File: src/rtl/regfile_wb.sv
// Register file for the writeback stage: 31 writable registers plus a
// hard-wired zero, two read ports with optional write-through bypass,
// a bypass-free debug read port and a counter of committed writes.
module regfile_wb #(
    parameter int RBYPASS = 1,
    parameter int CNT_W   = 32
) (
    input  logic             clk,
    input  logic             clrn,
    input  logic             wwreg,
    input  logic             wm2reg,
    input  logic [4:0]       wtemp,
    input  logic [31:0]      wr,
    input  logic [31:0]      wdo,
    input  logic [4:0]       rna,
    input  logic [4:0]       rnb,
    output logic [31:0]      qa,
    output logic [31:0]      qb,
    output logic [31:0]      wdata,
    input  logic [4:0]       dbg_rn,
    output logic [31:0]      dbg_q,
    output logic [CNT_W-1:0] wb_count
);

    logic [31:0] regs [32];
    logic        commit;

    // Writeback source select and commit qualification. The commit is gated
    // by clrn so the bypass path is also silenced while reset is held.
    always_comb begin
        wdata  = wm2reg ? wdo : wr;
        commit = clrn && wwreg && (wtemp != 5'd0);
    end

    // Storage and commit counter; entry 0 is never written and stays zero.
    always_ff @(posedge clk or negedge clrn) begin
        if (!clrn) begin
            for (int i = 0; i < 32; i++) begin
                regs[i] <= '0;
            end
            wb_count <= '0;
        end else if (commit) begin
            regs[wtemp] <= wdata;
            wb_count    <= wb_count + CNT_W'(1);
        end
    end

    // Read ports: zero register forced, bypass only on A/B, never on debug.
    always_comb begin
        qa    = (rna == 5'd0) ? 32'd0 : regs[rna];
        qb    = (rnb == 5'd0) ? 32'd0 : regs[rnb];
        dbg_q = (dbg_rn == 5'd0) ? 32'd0 : regs[dbg_rn];
        if (RBYPASS != 0 && commit && wtemp == rna) begin
            qa = wdata;
        end
        if (RBYPASS != 0 && commit && wtemp == rnb) begin
            qb = wdata;
        end
    end

endmodule

File: config.mk
export PLATFORM = sky130hd
export DESIGN_NAME = regfile_wb
export DESIGN_NICKNAME = d
export VERILOG_FILES = /design/src/rtl/regfile_wb.sv
export SDC_FILE = /design/constraint.sdc
export NUM_CORES = 2
export LEC_CHECK = 0
export BUFFER_PORTS_ARGS = -buffer_cell sky130_fd_sc_hd__buf_2
export CAP_MARGIN = 20
export CORE_ASPECT_RATIO = 0.9
export CORE_MARGIN = 1
export CORE_UTILIZATION = 52
export CTS_CLUSTER_SIZE = 12
export DETAILED_ROUTE_END_ITERATION = 10
export PLACE_DENSITY_LB_ADDON = 0.3
export SYNTH_ARGS = -nofsm -noshare
export SYNTH_HDL_FRONTEND = slang
export SYNTH_SLANG_ARGS = --single-unit
File: constraint.sdc
create_clock -name clk -period 2.5 [get_ports clk]
set_clock_uncertainty 0.2 [all_clocks]
set_input_delay 0.125 -clock clk [delete_from_list [all_inputs] [get_ports clk]]
set_output_delay 0.125 -clock clk [all_outputs]
set_load 0.05 [all_outputs]
* Word-level counts from Yosys, hierarchy flattened
Cells that the tools add are included.
** Cells by class
- $add $sub $neg :: 1
- Order comparisons :: 5
- Equality and inequality tests :: 2
- Muxes and demuxes :: 18
- Bitwise logic cells :: 4
- Reductions and logical operators :: 9
** Operators with widths (count)
- $bwmux W1024 :: 1
- $bmux W32 S5 :: 3
- $mux W32 :: 13
- $demux W32 S5 :: 1
- $add A32 B1 Y32 const B :: 1
- $ge A6 B6 Y1 const B :: 4
- $not A5 Y6 :: 4
- $logic_not A5 Y1 :: 3
- $eq A5 B5 Y1 :: 2
- $lt A6 B1 Y1 const B :: 1
- $logic_and A1 B1 Y1 :: 5
- $reduce_bool A5 Y1 :: 1
** Storage, ports and cells
- Register bits after elaboration :: 1056
- Output and inout bits :: 160
- Word-level logic and storage cells :: 72

* Longest topological paths before layout
- Depth after elaboration :: 6
- Mapped depth :: 10
- Gate-level depth less buffers :: 6

* Least setup slack after synthesis
OpenSTA, ideal clock, no wires.
- Kind :: input-to-output
- Start point :: input rnb[0]
- End point :: output qb[14]
- Arrival time :: 2538 ps
- Data required time :: 2175 ps
- Path slack :: -363 ps
- Cell stages on the path :: 7
- Cells stage by stage :: buf_2 -> buf_4 -> xnor2_1 -> nand2_1 -> or3_1 -> clkbuf_1 -> o32ai_1
** Between the ends
- Cells in the longest elaborated chain, start to end :: 6
** Ends and longest elaborated chain
- start, declared :: RTL line 16 : input logic [4:0] rnb,
- $not A5 Y6 (not written as such) :: RTL line 51 : qb = (rnb == 5'd0) ? 32'd0 : regs[rnb];
- $bmux W32 S5 :: RTL line 51
- $mux W32 (not written as such) (2 in a row) :: RTL line 51
- $mux W32 :: RTL line 51
- $mux W32 (*) :: RTL line 56 : if (RBYPASS != 0 && commit && wtemp == rnb) begin
- end, declared :: RTL line 18 : output logic [31:0] qb,
Mark *: on every way between the ends. The rest lies on a longest branch, timed or not. The select of a mux whose other input is x is not followed.

* Worst setup path after layout
- Start point :: register regs[680] in the netlist's numbering
- End point :: output qb[8]
** Between the ends
- Cells in the longest elaborated chain, start to end :: 5
** Ends and longest elaborated chain
- start, declared :: RTL line 25 : logic [31:0] regs [32];
- start signal, assigned by index :: RTL line 43 : regs[wtemp] <= wdata;
- $bmux W32 S5 :: RTL line 51
- $mux W32 (not written as such) (2 in a row) :: RTL line 51
- $mux W32 :: RTL line 51
- $mux W32 :: RTL line 56
No other way between the ends. The select of a mux whose other input is x is not followed.

==> metrics <==
status finished with violations; failing checks hold timing, setup timing; Synth Area in Compound Gates 13.76%; Worst-Margin Slew ~1 ns; post-synth cell types 50; Sink Count 1056; post-synthesis average cell area around 11 um2; commonest cells after routing, fill and taps aside dfrtp_1 (1055), a21oi_1 (893), nor2_1 (773); Final WS setup -0.6211 ns; fillcell total 8696; sequential area share after synthesis between 40% and 50%; drt total wl approximately 270000 um; total global routing overflow 0; Post-Syn Area roughly 64000 um2; final period utilization 124.8%; Worst setup SP type flop; H-tree depth 3; area of the core ~120000 um2; via count between 50000 and 60000; Slew HR 31.80%; Worst-path clk slew approximately 0.060 ns; share of cells above drive strength 1 between 30 and 40%; commonest non-fill, non-tap cell in the layout dfrtp_1; die area 124100 um2; fmax approximately 0.32 GHz; drt initial violations roughly 9400; global-route wire length before repair around 400000 um; Pleak 35.74 nW; TNS Setup -41.84 ns; Syn Inst Count 5976; max-slew violation count 0; Initial Utilization a little over half; minimum clock period between 3 and 4 ns; crit path max fanout 4; initial antenna violation count 12; RSZ-0062 raised after global routing true; Buffers on Ports between 200 and 250; via/cell ratio just over 7; TritonCTS Buffers ~110; Max Root-Sink Buffers 3; Data arrival, critical path roughly 2.8 ns; Final #Nets around 6700; final instance area ~81000 um2; number of I/O pins 248; critical path type reg2out; Die Height between 300 and 400 um; hold slack -0.01535 ns; syn_nets roughly 6100; number of synthesized flops with an enable pin 0; # rows 121; DR WL/cell around 33 um; Synth Warn # 0; pwr dens 738.1 nW/um2; largest family of logic cells by synthesized area multiplexers; TritonCTS clock tree built; maximum VDD drop 0.6337 mV; total power between 0.05 and 0.06 W; adder-cell share of the synthesized area 0.01962%; CTS root buffer clkbuf_16; Fin. Hold Viols 1; GPL Wtd Cong ~1; clk_lat worst skew about 0.76 ns; hold crit path type in2async; ANT nets after route 0; Synth async-reset ratio between 90% and 100%; GRT Total Usage approximately 44%; vias in the first global route 58520; post-synthesis register bit count approximately 1100; required time worst endpoint between 2 and 2.5 ns; Max Cap Violations 0; critical path endpoint category output port; Setup-failing EPs final 96; Primary FF master, synth dfrtp_1; drc violations 0; Synth-to-Final Area Change 27.39%; largest net degree at the start of global routing 178; first-pass iteration count of the detailed router 9; DPL Wire Length between 150000 and 200000 um; post-placement cell area about 72000 um2; Chip Width between 300 and 400 um; Simple-Gate Fraction of Synth Area a little under a tenth; xor and xnor fraction of the mapped netlist area less than 1%; mux contribution to synthesized area a little under a third
## synth_stat cells (all sizes together) (10+ instances only)
cell / instances / area [um2]
o211ai: 11 / 82.58
o32ai: 13 / 113.9
a32o: 51 / 510.5
a221oi: 12 / 105.1
mux2: 44 / 495.5
o21ai: 266 / 1343
nand2: 364 / 1366
or4: 14 / 105.1
nor4: 57 / 362.8
a221o: 10 / 100.1
mux2i: 562 / 5625
buf: 193 / 940.9
a22o: 22 / 192.7
nand3: 57 / 285.3
a21oi: 895 / 4479
nor2b: 73 / 456.7
a22oi: 166 / 1246
nand4: 16 / 100.1
nor3: 16 / 120.1
xnor2: 31 / 271.5
xor2: 10 / 87.58
mux4: 579 / 13040
dfrtp: 1056 / 26430
nor2: 794 / 2980
inv: 68 / 255.2
a211oi: 63 / 473.0
clkbuf: 472 / 1773
## critical path, cell delays in order, from the launching register on
cell and delay [ns]:
dfrtp_1 0.42, mux4_2 0.48, mux2_4 0.30, a221oi_4 0.31, buf_4 0.17, o32ai_4 0.14
buf_6 0.22
## through the flow
step                hold WS [ns]  setup WS (ns)  utilization (%)  std cells
finish                  -0.01535        -0.6211            67.01       8306
detailed placement       0.05109        -0.7125            59.71       7815
global route             0.01331        -0.6541            67.00       8301
floorplan                -0.3706       -0.05861                -       5976
global placement         0.04688        -0.7350            59.70       7814
CTS                    0.0004980        -0.6078            66.17       8238
## state kept, by name (all words and copies together) (netlist names)
register and flops:
wb_count 32, regs 1024
## kinds of logic (layout without fill, tap and decap cells)
| group | count (synthesis) | count (layout) |
|---|---|---|
| simple gates | 1436 | 1436 |
| mux | 1185 | 1185 |
| other cells | 0 | 8 |
| compound gates | 1524 | 1524 |
| flops | 1056 | 1056 |
| xor+xnor | 41 | 41 |
| buf+inv | 733 | 1456 |
| fa+ha+maj | 1 | 1 |
## power breakdown
part	total (W)	internal, W	switching, W
clock	0.0177	0.0103	0.00736
combinational	0.0188	0.00924	0.00957
sequential	0.0235	0.0201	0.00337
## layer usage
| metal | global-route usage [%] | wire, um | vias up |
|---|---|---|---|
| met3 | 21.42 | 45770 | 1442 |
| met2 | 60.77 | 114100 | 5148 |
| met4 | 28.54 | 21260 | 20 |
| met1 | 53.81 | 93080 | 28970 |
| met5 | 0 | 310 | - |
| li1 | - | - | 23440 |
## final timing paths
| check | from | end | slack, ns | depth (start not counted) |
|---|---|---|---|---|
| setup / recovery | regs[680] | qb[8] | -0.62 | 6 |
| hold / removal | clrn | regs[201] | -0.02 | 3 |
| setup reg to reg | wb_count[2] | wb_count[17] | 0.36 | 6 |
| hold reg to reg | regs[1019] | regs[1019] | 0.23 | 0 |
| max in group asynchronous | clrn | regs[730] | 0.49 | 5 |
| min in group clk | wtemp[0] | regs[653] | 0.08 | 5 |
## cell type report
cell class	count	area (um2)	area share (%)
flip-flops and latches	1056	26430	32.52
well taps	1599	2001	2.462
clock buffers	168	3319	4.085
multi-input cells	4187	37020	45.56
repair buffers	1187	11740	14.44
diodes	8	20.02	0.02464
inverters	68	257.7	0.3172
clock inverters	33	478.0	0.5882
## what timing repair did
action / 4_1_cts / 5_1_grt
pin swaps: 182 / 61
setup endpoints to repair: 96 / 96
hold buffers: 68 / 0
setup buffers: 180 / 67
gates resized for setup: 567 / 116
endpoints found under the hold margin: 1471 / 0
No activity file was read; power rests on OpenSTA's default activity.
